**src/rtl/multiplicador_param.sv**
```systemverilog
// Sequential shift-and-add multiplier, WIDTH-bit operands, signed or unsigned, 2*WIDTH-bit result.
// Define MULT_EARLY_TERM_EN to finish as soon as the remaining multiplier bits are all zero.
module multiplicador_param #(
    parameter int WIDTH = 16
) (
    input  logic                 clock,
    input  logic                 rst,
    input  logic                 start,
    input  logic                 signed_en,
    input  logic [WIDTH-1:0]     multiplicando,
    input  logic [WIDTH-1:0]     multiplicador2,
    output logic [2*WIDTH-1:0]   produto,
    output logic                 Idle,
    output logic                 Done
);

    localparam int CW = $clog2(WIDTH + 1);

    typedef enum logic [1:0] {
        IDLE,
        CALC,
        DONE
    } state_t;

    state_t               state, state_next;
    logic [WIDTH-1:0]     mag_a;
    logic                 neg;
    logic [2*WIDTH-1:0]   acc;
    logic [CW-1:0]        cnt;

    logic [WIDTH-1:0]     mag_a_in, mag_b_in;
    logic                 neg_in;
    logic [WIDTH:0]       sum;
    logic [2*WIDTH-1:0]   acc_step, acc_final;
    logic                 last_step;
`ifdef MULT_EARLY_TERM_EN
    logic [WIDTH-1:0]     rest_mask;
`endif

    // Operand conditioning and one shift-and-add step of the datapath.
    // NOTE: every signal assigned in always_comb gets a default first so no latch is inferred.
    always_comb begin
        mag_a_in  = (signed_en && multiplicando[WIDTH-1])  ? -multiplicando  : multiplicando;
        mag_b_in  = (signed_en && multiplicador2[WIDTH-1]) ? -multiplicador2 : multiplicador2;
        neg_in    = signed_en & (multiplicando[WIDTH-1] ^ multiplicador2[WIDTH-1]);
        sum       = {1'b0, acc[2*WIDTH-1:WIDTH]} + (acc[0] ? {1'b0, mag_a} : '0);
        acc_step  = {sum, acc[WIDTH-1:1]};
`ifdef MULT_EARLY_TERM_EN
        // Unconsumed multiplier bits sit just above acc[0]; once they are all zero the
        // remaining steps are pure shifts and can be collapsed into one.
        rest_mask = {WIDTH{1'b1}} >> (cnt + CW'(1));
        last_step = ((acc[WIDTH-1:0] >> 1) & rest_mask) == '0;
        acc_final = acc_step >> (WIDTH - 1 - int'(cnt));
`else
        last_step = (cnt == CW'(WIDTH - 1));
        acc_final = acc_step;
`endif
    end

    // NOTE: sequential state uses non-blocking assignments so every register samples pre-edge values.
    always_ff @(posedge clock or posedge rst) begin
        if (rst) begin
            state <= IDLE;
        end else begin
            state <= state_next;
        end
    end

    always_comb begin
        state_next = state;
        Idle       = 1'b0;
        Done       = 1'b0;
        case (state)
            IDLE: begin
                Idle = 1'b1;
                if (start) begin
                    state_next = CALC;
                end
            end
            CALC: begin
                if (last_step) begin
                    state_next = DONE;
                end
            end
            DONE: begin
                Done       = 1'b1;
                state_next = IDLE;
            end
            default: begin
                state_next = IDLE;
            end
        endcase
    end

    always_ff @(posedge clock or posedge rst) begin
        if (rst) begin
            mag_a   <= '0;
            neg     <= 1'b0;
            acc     <= '0;
            cnt     <= '0;
            produto <= '0;
        end else begin
            case (state)
                IDLE: begin
                    if (start) begin
                        mag_a <= mag_a_in;
                        neg   <= neg_in;
                        acc   <= {{WIDTH{1'b0}}, mag_b_in};
                        cnt   <= '0;
                    end
                end
                CALC: begin
                    acc <= acc_final;
                    cnt <= cnt + CW'(1);
                    // A zero magnitude negates to zero, so no -0 artefact is possible.
                    if (last_step) begin
                        produto <= neg ? -acc_final : acc_final;
                    end
                end
                default: begin
                end
            endcase
        end
    end

endmodule

```
**config.mk**
```make
export PLATFORM = sky130hd
export DESIGN_NAME = multiplicador_param
export DESIGN_NICKNAME = d
export VERILOG_FILES = /design/src/rtl/multiplicador_param.sv
export SDC_FILE = /design/constraint.sdc
export NUM_CORES = 1
export LEC_CHECK = 0
export ABC_CLOCK_PERIOD_IN_PS = 7950
export BUFFER_PORTS_ARGS = -buffer_cell sky130_fd_sc_hd__buf_2
export CAP_MARGIN = 20
export CORE_MARGIN = 1
export CORE_UTILIZATION = 35
export CTS_BUF_LIST = sky130_fd_sc_hd__clkbuf_8 sky130_fd_sc_hd__clkbuf_16
export CTS_CLUSTER_SIZE = 10
export DETAILED_ROUTE_END_ITERATION = 8
export RECOVER_POWER = 50
export SLEW_MARGIN = 20
export SYNTH_ARGS = -nofsm -noshare
export SYNTH_HDL_FRONTEND = slang
export SYNTH_SLANG_ARGS = --single-unit
```
**constraint.sdc**
```tcl
create_clock -name clock -period 7.95 [get_ports clock]
set_clock_uncertainty 0.1 [all_clocks]
set_input_delay 1.59 -clock clock [delete_from_list [all_inputs] [get_ports clock]]
set_output_delay 1.59 -clock clock [all_outputs]
set_load 0.1 [all_outputs]
```
# After elaboration in Yosys (flattened, before gate mapping)
# Index checks and enable logic that the tools add are counted.
[word_totals]
regBits = 88
in_bits = 36
elab_cells = 39
[op_classes]
addsub = 5
n_eq_ne = 5
mux = 13
bitwise = 2
n_reduce_logical = 8
[ops]
columns = ["op", "count"]
rows = [
  ["32-bit 2-to-1 mux", 2],
  ["32-bit case mux with 2 select lines", 1],
  ["16-bit 2-to-1 mux", 3],
  ["16-bit negator", 2],
  ["32-bit negator", 1],
  ["16-bit by 16-bit adder with 17-bit output", 1],
  ["5-bit case mux with 2 select lines", 1],
  ["2-bit AND reduction", 4],
  ["5-bit by 1-bit adder with 5-bit output, second input constant", 1],
  ["5-bit by 4-bit equality test with 1-bit output, second input constant", 1],
  ["5-bit 2-to-1 mux", 1],
  ["2-bit 2-to-1 mux", 2],
  ["2-bit inequality test, second input constant", 2],
  ["2-bit case mux with 2 select lines", 1],
  ["2-bit by 1-bit equality test with 1-bit output, second input constant", 1],
  ["2-bit equality test, second input constant", 1],
  ["1-bit logical AND", 2],
  ["2-bit zero test", 1],
  ["1-bit 2-to-1 mux", 2],
  ["2-bit nonzero test", 1],
  ["1-bit AND", 1],
  ["1-bit XOR", 1],
]

# Depth between registers and ports, before layout
# Gate-level depths: netlist (run 1).
[depth]
word_depth = 4
depth_mapped = 13
ltp_nobuf = 12

# Least setup slack after synthesis (run 1)
# Ideal clock, no wire load.
[synth_path]
path_kind = "reg2out"
from = "register state[0]"
to = "output port Done"
t_arrival_ns = 1.727
path_slack_ns = 4.533
stages_incl_launch_ff = 2
path_buffers = 0
path_cell_list = "dfrtp_1 -> nor2b_1"
[synth_via]
elab_chain_cells = 2
[synth_rtl]
columns = ["element", "line_no", "source"]
rows = [
  ["from (decl)", "25", "state_t state, state_next;"],
  ["from (signal assigned)", "65", "state <= state_next;"],
  ["2-bit equality test", "73", "case (state)"],
  ["1-bit 2-to-1 mux", "73", ""],
  ["to (decl)", "14", "output logic Done"],
]
# Every way passes these cells.

==> results of run 1 <==
-- cell type report --
| cell class | count | area (um^2) |
|---|---|---|
| Clock buffer | 9 | 225.2 |
| Clock inverter | 7 | 53.80 |
| Multi-Input combinational cell | 493 | 3117 |
| Sequential cell | 88 | 2202 |
| Fill cell | 1585 | 9029 |
| Timing Repair Buffer | 73 | 366.6 |
| Tap cell | 211 | 264.0 |
| Inverter | 15 | 57.56 |
-- how the worst max path moves through the flow --
stage                             from                 endpoint  slack (ns)  depth (start not counted)
finish                             rst      acc[27]$_DFFE_PP0P_        3.06                          3
global placement    acc[0]$_DFFE_PP0P_  produto[31]$_DFFE_PP0P_        4.35                         12
floorplan                          rst       acc[0]$_DFFE_PP0P_        3.98                          1
detailed placement  acc[0]$_DFFE_PP0P_  produto[31]$_DFFE_PP0P_        4.20                         12
CTS                 acc[0]$_DFFE_PP0P_  produto[31]$_DFFE_PP0P_        4.18                         12
global route                       rst    mag_a[15]$_DFFE_PP0P_        2.16                          3
-- report_power, final --
part           switching [mW]  internal [mW]
sequential              0.174          0.641
combinational            1.14          0.497
clock                   0.190          0.215
-- metal layers --
| layer | track usage | share of wire |
|---|---|---|
| met4 | 0.05260 | 0.015 |
| met1 | 0.2278 | 0.51 |
| met5 | 0 | 0 |
| met2 | 0.2575 | 0.44 |
| met3 | 0.02546 | 0.033 |
-- sequential cells by signal, indices dropped and copies added, names as in the netlist --
| signal | cells |
|---|---|
| acc | 32 |
| produto | 32 |
| state | 2 |
| neg | 1 |
| cnt | 5 |
| mag_a | 16 |
-- cell usage in the layout (no fill, tap or decap), types with 3 or more instances in the layout --
cell and instances:
sky130_fd_sc_hd__nand3_1 32, sky130_fd_sc_hd__and2_1 18, sky130_fd_sc_hd__inv_6 3, sky130_fd_sc_hd__nor3_1 4, sky130_fd_sc_hd__or4_1 4, sky130_fd_sc_hd__clkbuf_16 9, sky130_fd_sc_hd__o41ai_1 3, sky130_fd_sc_hd__a21oi_1 24
sky130_fd_sc_hd__xnor2_1 33, sky130_fd_sc_hd__ha_1 21, sky130_fd_sc_hd__o21ai_0 92, sky130_fd_sc_hd__a21o_1 5, sky130_fd_sc_hd__nor2_1 22, sky130_fd_sc_hd__nor2b_1 5, sky130_fd_sc_hd__buf_2 68, sky130_fd_sc_hd__a22oi_1 14
sky130_fd_sc_hd__xor2_1 35, sky130_fd_sc_hd__nor4_1 3, sky130_fd_sc_hd__o211ai_1 3, sky130_fd_sc_hd__o21ai_1 12, sky130_fd_sc_hd__clkbuf_1 3, sky130_fd_sc_hd__nand2_1 94, sky130_fd_sc_hd__and3_1 3, sky130_fd_sc_hd__or3_1 5
sky130_fd_sc_hd__inv_1 14, sky130_fd_sc_hd__o31ai_1 12, sky130_fd_sc_hd__mux2i_1 6, sky130_fd_sc_hd__nand2b_1 4, sky130_fd_sc_hd__dfrtp_1 88, sky130_fd_sc_hd__a31oi_1 3, sky130_fd_sc_hd__clkinvlp_4 3, sky130_fd_sc_hd__o21a_1 5
-- per-stage QoR --
step / hold slack [ns] / cell area (um^2) / power, mW / util / instances
finish: 0.3741 / 6286 / 2.857 / 0.4105 / 896
detailed placement: 0.3684 / 6008 / 2.464 / 0.3923 / 879
CTS: 0.3838 / 6287 / 2.873 / 0.4105 / 895
floorplan: 0.3383 / 5529 / 2.134 / - / 632
global route: 0.3975 / 6286 / 3.083 / 0.4105 / 896
global placement: 0.3566 / 6008 / 2.423 / 0.3923 / 879
-- worst min-delay path: stages (launching register included) --
cell                      delay [ns]
sky130_fd_sc_hd__dfrtp_1        0.34
sky130_fd_sc_hd__nand2_1        0.04
sky130_fd_sc_hd__o21ai_0        0.06
-- kinds of logic after synthesis --
logic type               count (synthesis)  share of synthesized area
AO/OA/AOI/OAI                          186                     0.1996
XOR/XNOR                                70                     0.1136
adder cells (fa/ha/maj)                 22                    0.05114
buffers and inverters                   51                    0.03847
flip-flops                              88                     0.3983
multiplexers                             6                    0.01086
AND/OR/NAND/NOR                        209                     0.1881
==> results.json, run 1 <==
{
  "run_status": "complete, but fails checks",
  "failing_checks": "max-capacitance violations, max-slew violations",
  "maxSlewHeadroom": -0.8778,
  "routed_length_per_placed_instance_um": 13.95,
  "worstHoldStart": "produto[12]$_DFFE_PP0P_",
  "first_pass_grt_wire_length_um": 21450,
  "detailedPlacementHpwl_um": 9566,
  "static-leakage-power_nw": 2.813,
  "ff2ff_path_depth": 12,
  "ctsRootBufferMaster": "sky130_fd_sc_hd__clkbuf_16",
  "drive_above_1_share": 0.1460,
  "final.period_utilization": 0.6147,
  "hold_class": "register to register",
  "die-area_mm2": 0.01630,
  "vdd_drop_max_uv": 186.5,
  "final_report_setup_violation_count": 0,
  "crit_arrival_ns": 4.63,
  "yosysWarnings": 0,
  "floorplan.initialDensity": 0.3610,
  "setup.worst_path.class": "primary input to async pin",
  "ys_seq_area_frac": 0.3983,
  "cp_num_buf_inv": 3,
  "most_frequent_cells_after_synthesis": "sky130_fd_sc_hd__nand2_1, sky130_fd_sc_hd__o21ai_0, sky130_fd_sc_hd__dfrtp_1, sky130_fd_sc_hd__xor2_1, sky130_fd_sc_hd__xnor2_1",
  "first_iter_violations": 250,
  "synth_enable_flop_cells": 0,
  "largest_net_degree_at_the_start_of_global_routing": 66,
  "synth_most_common_cell": "sky130_fd_sc_hd__nand2_1",
  "drt-total-wl_um": 12500,
  "floorplan.die.width_um": 127.7,
  "drv.max_cap_violation_count": 4,
  "nets": 738,
  "groute.usage.overall": 0.1627,
  "cp_slowest_cell": "sky130_fd_sc_hd__clkbuf_1",
  "cts.reportedPaths.clkPinSlew_ns": 0.07,
  "max_stage_delay_ns": 2.06,
  "slew_viol_final": 185,
  "first_global_vias": 4415,
  "hold_path_cells": 2,
  "syn-num-nets": 690,
  "cp_max_fo": 54,
  "finalWeightedCongestion": 0.8349,
  "syn_inst": 632,
  "io-pin-count": 70,
  "antenna-diode-count": 0,
  "clk_path_buf_depth": 2,
  "portBuffers": 69,
  "worst_slew_pin_slew_ns": 2.817,
  "tritoncts.num_buffers": 9,
  "area.growth.synth_to_final_pct": 13.69,
  "cp_cell_sequence": "buf_2, clkinvlp_2, clkbuf_1",
  "detail_route.drc_violations": 0,
  "synth_area_mm2": 0.005529,
  "synth.area.top_cells": "sky130_fd_sc_hd__dfrtp_1, sky130_fd_sc_hd__o21ai_0, sky130_fd_sc_hd__nand2_1",
  "worst_slack_ns": 3.063,
  "yosysTopAreaCellShare": 0.3983,
  "worst_setup_path_start_kind": "primary input",
  "core_area_mm2": 0.01531,
  "ctsHoldBuffers": 0,
  "pwr_per_cell_area_mw_per_mm2": 454.4,
  "cts_repair_resize_count": 0,
  "regToRegStartpoint": "acc[0]$_DFFE_PP0P_",
  "synth_top_area_cell": "sky130_fd_sc_hd__dfrtp_1",
  "hold-path-endpoint": "produto[12]$_DFFE_PP0P_",
  "endpoint_of_the_lowest_slack_register_to_register_path": "produto[31]$_DFFE_PP0P_",
  "die_height_um": 127.7,
  "cts.repair_timing.setup_buffer_count": 0,
  "timing.fmax_mhz": 204.6,
  "rows": 45,
  "cts.sinks": 88,
  "worstSkewPairLatency_ns": 0.35,
  "ant_nets": 0,
  "end_kind": "async pin",
  "setup_tns_ns": 0,
  "fin_crit_ns": 4.887,
  "required_ns": 7.69,
  "cts_tree": "built",
  "yosysUniqueCellTypes": 57,
  "grt_antenna_before_repair": 0,
  "synth-async-reset-ratio": 1.000,
  "dr_total_vias": 4537,
  "global_route.overflow_total": 0,
  "ys_ff_latch": 88,
  "htreeDepth": 3,
  "dpl_worst_slack_ns": 4.203,
  "cpLargestDelayFamily": "buffers and inverters",
  "syn_area_per_cell_um2": 8.749,
  "route.detailed.vias_per_inst": 5.064,
  "ys_dominant_reg_cell": "sky130_fd_sc_hd__dfrtp_1",
  "reg2reg_setup_slack_ns": 4.16,
  "unrepaired_setup_endpoints_after_global_routing": "false",
  "drt_first_pass_iters": 4,
  "number_of_endpoints_with_negative_hold_slack_in_the_final_report": 0
}
(Power assumes the default switching activity.)
==> run 2, diff against run 1 <==
--- a/config.mk
+++ b/config.mk
@@ -5,7 +5,7 @@
 export SDC_FILE = /design/constraint.sdc
 export NUM_CORES = 1
 export LEC_CHECK = 0
-export ABC_CLOCK_PERIOD_IN_PS = 7950
+export ABC_CLOCK_PERIOD_IN_PS = 4800
 export BUFFER_PORTS_ARGS = -buffer_cell sky130_fd_sc_hd__buf_2
 export CAP_MARGIN = 20
 export CORE_MARGIN = 1
==> constraint.sdc (replaced) <==
create_clock -name clock -period 4.8 [get_ports clock]
set_clock_uncertainty 0.1 [all_clocks]
set_input_delay 0.96 -clock clock [delete_from_list [all_inputs] [get_ports clock]]
set_output_delay 0.96 -clock clock [all_outputs]
set_load 0.1 [all_outputs]
==> run 2 against run 1 <==
Compared with the run above:
- the flow still finishes with violations (max-capacitance violations, max-slew violations)
- flip-flop and latch count is the same
- global-route usage grew 0.098 points
- clock power grew 87%
- via count shrank 0.55%
- critical path depth grew 9
- first-iteration DRC count shrank 20%
- die area is the same
- core utilization grew 0.27 points
- routed wire length grew 0.87%
- critical path type is now register to register
- highest routed layer unchanged
==> results.json, run 2 (synthesis gave the netlist of run 1 again) <==
{
  "crit_arrival_ns": 3.89,
  "cts_repair_resize_count": 0,
  "routedLengthMet1_um": 6167,
  "worstHoldStart": "produto[21]$_DFFE_PP0P_",
  "antenna-diode-count": 0,
  "groute.usage.overall": 0.1636,
  "ctsHoldBuffers": 0,
  "detail_route.drc_violations": 0,
  "setup.worst_path.class": "register to register",
  "first_pass_grt_wire_length_um": 21680,
  "whs_ns": 0.3738,
  "nets": 738,
  "failing_checks": "max-capacitance violations, max-slew violations",
  "fill_cells": 1567,
  "dr_total_vias": 4512,
  "die-area_mm2": 0.01630,
  "timing.critical_path.depth": 12,
  "worst_path_most_repeated_cell": "sky130_fd_sc_hd__o21ai_1",
  "layout_commonest_cell": "sky130_fd_sc_hd__nand2_1",
  "layout.cells.most_common_list": "sky130_fd_sc_hd__nand2_1, sky130_fd_sc_hd__o21ai_0, sky130_fd_sc_hd__dfrtp_1",
  "ff2ff_path_depth": 12,
  "first_global_vias": 4453,
  "portBuffers": 69,
  "wl_met3_um": 603,
  "cp_num_buf_inv": 0,
  "routed_length_per_placed_instance_um": 14.07,
  "maxSlewHeadroom": -0.5437,
  "rows": 45,
  "grt_antenna_before_repair": 0,
  "run_status": "complete, but fails checks",
  "ant_nets": 0,
  "required_ns": 4.86,
  "number_of_endpoints_with_negative_hold_slack_in_the_final_report": 0,
  "worst_slew_pin_slew_ns": 2.303,
  "hold-path-endpoint": "produto[21]$_DFFE_PP0P_",
  "htreeDepth": 3,
  "cpLargestDelayFamily": "compound AO/OA/AOI/OAI gates",
  "floorplan.die.width_um": 127.7,
  "vdd_drop_max_uv": 256.4,
  "timing.fmax_mhz": 261.2,
  "cts.sinks": 88,
  "drive_above_1_share": 0.1445,
  "cts.repair_timing.setup_buffer_count": 0,
  "cts.reportedPaths.clkPinSlew_ns": 0.06,
  "static-leakage-power_nw": 2.845,
  "cp_max_fo": 17,
  "finalWeightedCongestion": 0.8680,
  "clk_path_buf_depth": 2,
  "global_route.overflow_total": 0,
  "cts_tree": "built",
  "route.detailed.vias_per_inst": 5.036,
  "slew_viol_final": 110,
  "endpoint_of_the_lowest_slack_register_to_register_path": "produto[31]$_DFFE_PP0P_",
  "setup_tns_ns": 0,
  "area.growth.synth_to_final_pct": 14.44,
  "pwr_per_cell_area_mw_per_mm2": 759.7,
  "core_area_mm2": 0.01531,
  "hold_path_cells": 2,
  "drt_first_pass_iters": 5,
  "met2_length_um": 5684,
  "reg2reg_setup_slack_ns": 0.97,
  "tritoncts.num_buffers": 9,
  "drv.max_cap_violation_count": 2,
  "die_height_um": 127.7,
  "max_layer_used": "met4",
  "largest_net_degree_at_the_start_of_global_routing": 66,
  "ctsRootBufferMaster": "sky130_fd_sc_hd__clkbuf_16",
  "detailedPlacementHpwl_um": 9673,
  "cp_slowest_cell": "sky130_fd_sc_hd__dfrtp_1",
  "worstSkewPairLatency_ns": 0.35,
  "hold_class": "register to register",
  "max_stage_delay_ns": 0.51,
  "regToRegStartpoint": "acc[0]$_DFFE_PP0P_",
  "fin_crit_ns": 3.828,
  "worst_setup_path_start_kind": "register",
  "unrepaired_setup_endpoints_after_global_routing": "false",
  "largest_registers": "acc x32, produto x32, mag_a x16",
  "io-pin-count": 70,
  "cp_cell_sequence": "and2_0, ha_1, fa_1, a21o_1, a221oi_2, o21ai_1, xnor2_1, a21boi_1, nand4_2, o31ai_2, xor2_1, o21ai_1",
  "drt-total-wl_um": 12610,
  "first_iter_violations": 201,
  "final.period_utilization": 0.7976,
  "end_kind": "register",
  "floorplan.initialDensity": 0.3610,
  "final_report_setup_violation_count": 0
}
-- run 2: cell types whose count changed in the layout (fill, tap and decap cells not counted) --
| cell | delta |
|---|---|
| sky130_fd_sc_hd__clkinvlp_4 | -3 |
| sky130_fd_sc_hd__inv_1 | +1 |
| sky130_fd_sc_hd__inv_6 | -1 |
| sky130_fd_sc_hd__clkinv_4 | +1 |
| sky130_fd_sc_hd__bufinv_16 | +2 |
-- run 2: routing by layer --
| layer | GRT usage | up-vias |
|---|---|---|
| li1 | - | 2318 |
| met1 | 0.2241 | 2090 |
| met2 | 0.2607 | 92 |
| met3 | 0.02838 | 12 |
| met4 | 0.05813 | 0 |
| met5 | 0 | - |
-- run 2: worst register-to-register path, delay by kind of cell, from the launching register on --
family          cells  cell delay [ns]
compound gates      6             1.52
xor+xnor            2             0.51
fa+ha+maj           2             0.62
flops               1             0.51
simple gates        2             0.37
-- run 2: layout make-up --
class | count | area (um^2) | share of cell area
clock buffer | 9 | 225.2 | 0.03559
timing repair buffer | 73 | 366.6 | 0.05794
multi-input combinational | 493 | 3117 | 0.4926
clock inverter | 7 | 95.09 | 0.01503
inverter | 15 | 57.56 | 0.009096
sequential | 88 | 2202 | 0.3480
tap | 211 | 264.0 | 0.04172
-- run 2: power by group --
group | leakage (nW) | total, mW | switching [mW] | internal (mW)
clock network | 0.162 | 0.757 | 0.299 | 0.458
registers | 1.08 | 1.35 | 0.288 | 1.06
logic | 1.60 | 2.70 | 1.89 | 0.816
-- run 2: through the flow --
stage / util / total power, mW / worst slack [ns] / cell area (um^2) / cells
3_3_place_gp: 0.3923 / 4.007 / 1.149 / 6008 / 879
5_1_grt: 0.4132 / 5.180 / 0.7014 / 6327 / 896
6_report: 0.4132 / 4.807 / 0.9717 / 6327 / 896
3_5_place_dp: 0.3923 / 4.079 / 1.037 / 6008 / 879
2_1_floorplan: - / 3.535 / 1.428 / 5529 / 632
4_1_cts: 0.4132 / 4.842 / 0.9971 / 6329 / 895
-- run 2: how the worst max path moves through the flow --
| stage | slack, ns | end | startpoint |
|---|---|---|---|
| finish | 0.97 | produto[31]$_DFFE_PP0P_ | acc[0]$_DFFE_PP0P_ |
| global route | 0.70 | produto[31]$_DFFE_PP0P_ | acc[0]$_DFFE_PP0P_ |
| CTS | 1.0 | produto[31]$_DFFE_PP0P_ | acc[0]$_DFFE_PP0P_ |
| detailed placement | 1.04 | produto[31]$_DFFE_PP0P_ | acc[0]$_DFFE_PP0P_ |
| global placement | 1.15 | produto[31]$_DFFE_PP0P_ | acc[0]$_DFFE_PP0P_ |
| floorplan | 1.43 | produto[31]$_DFFE_PP0P_ | acc[0]$_DFFE_PP0P_ |
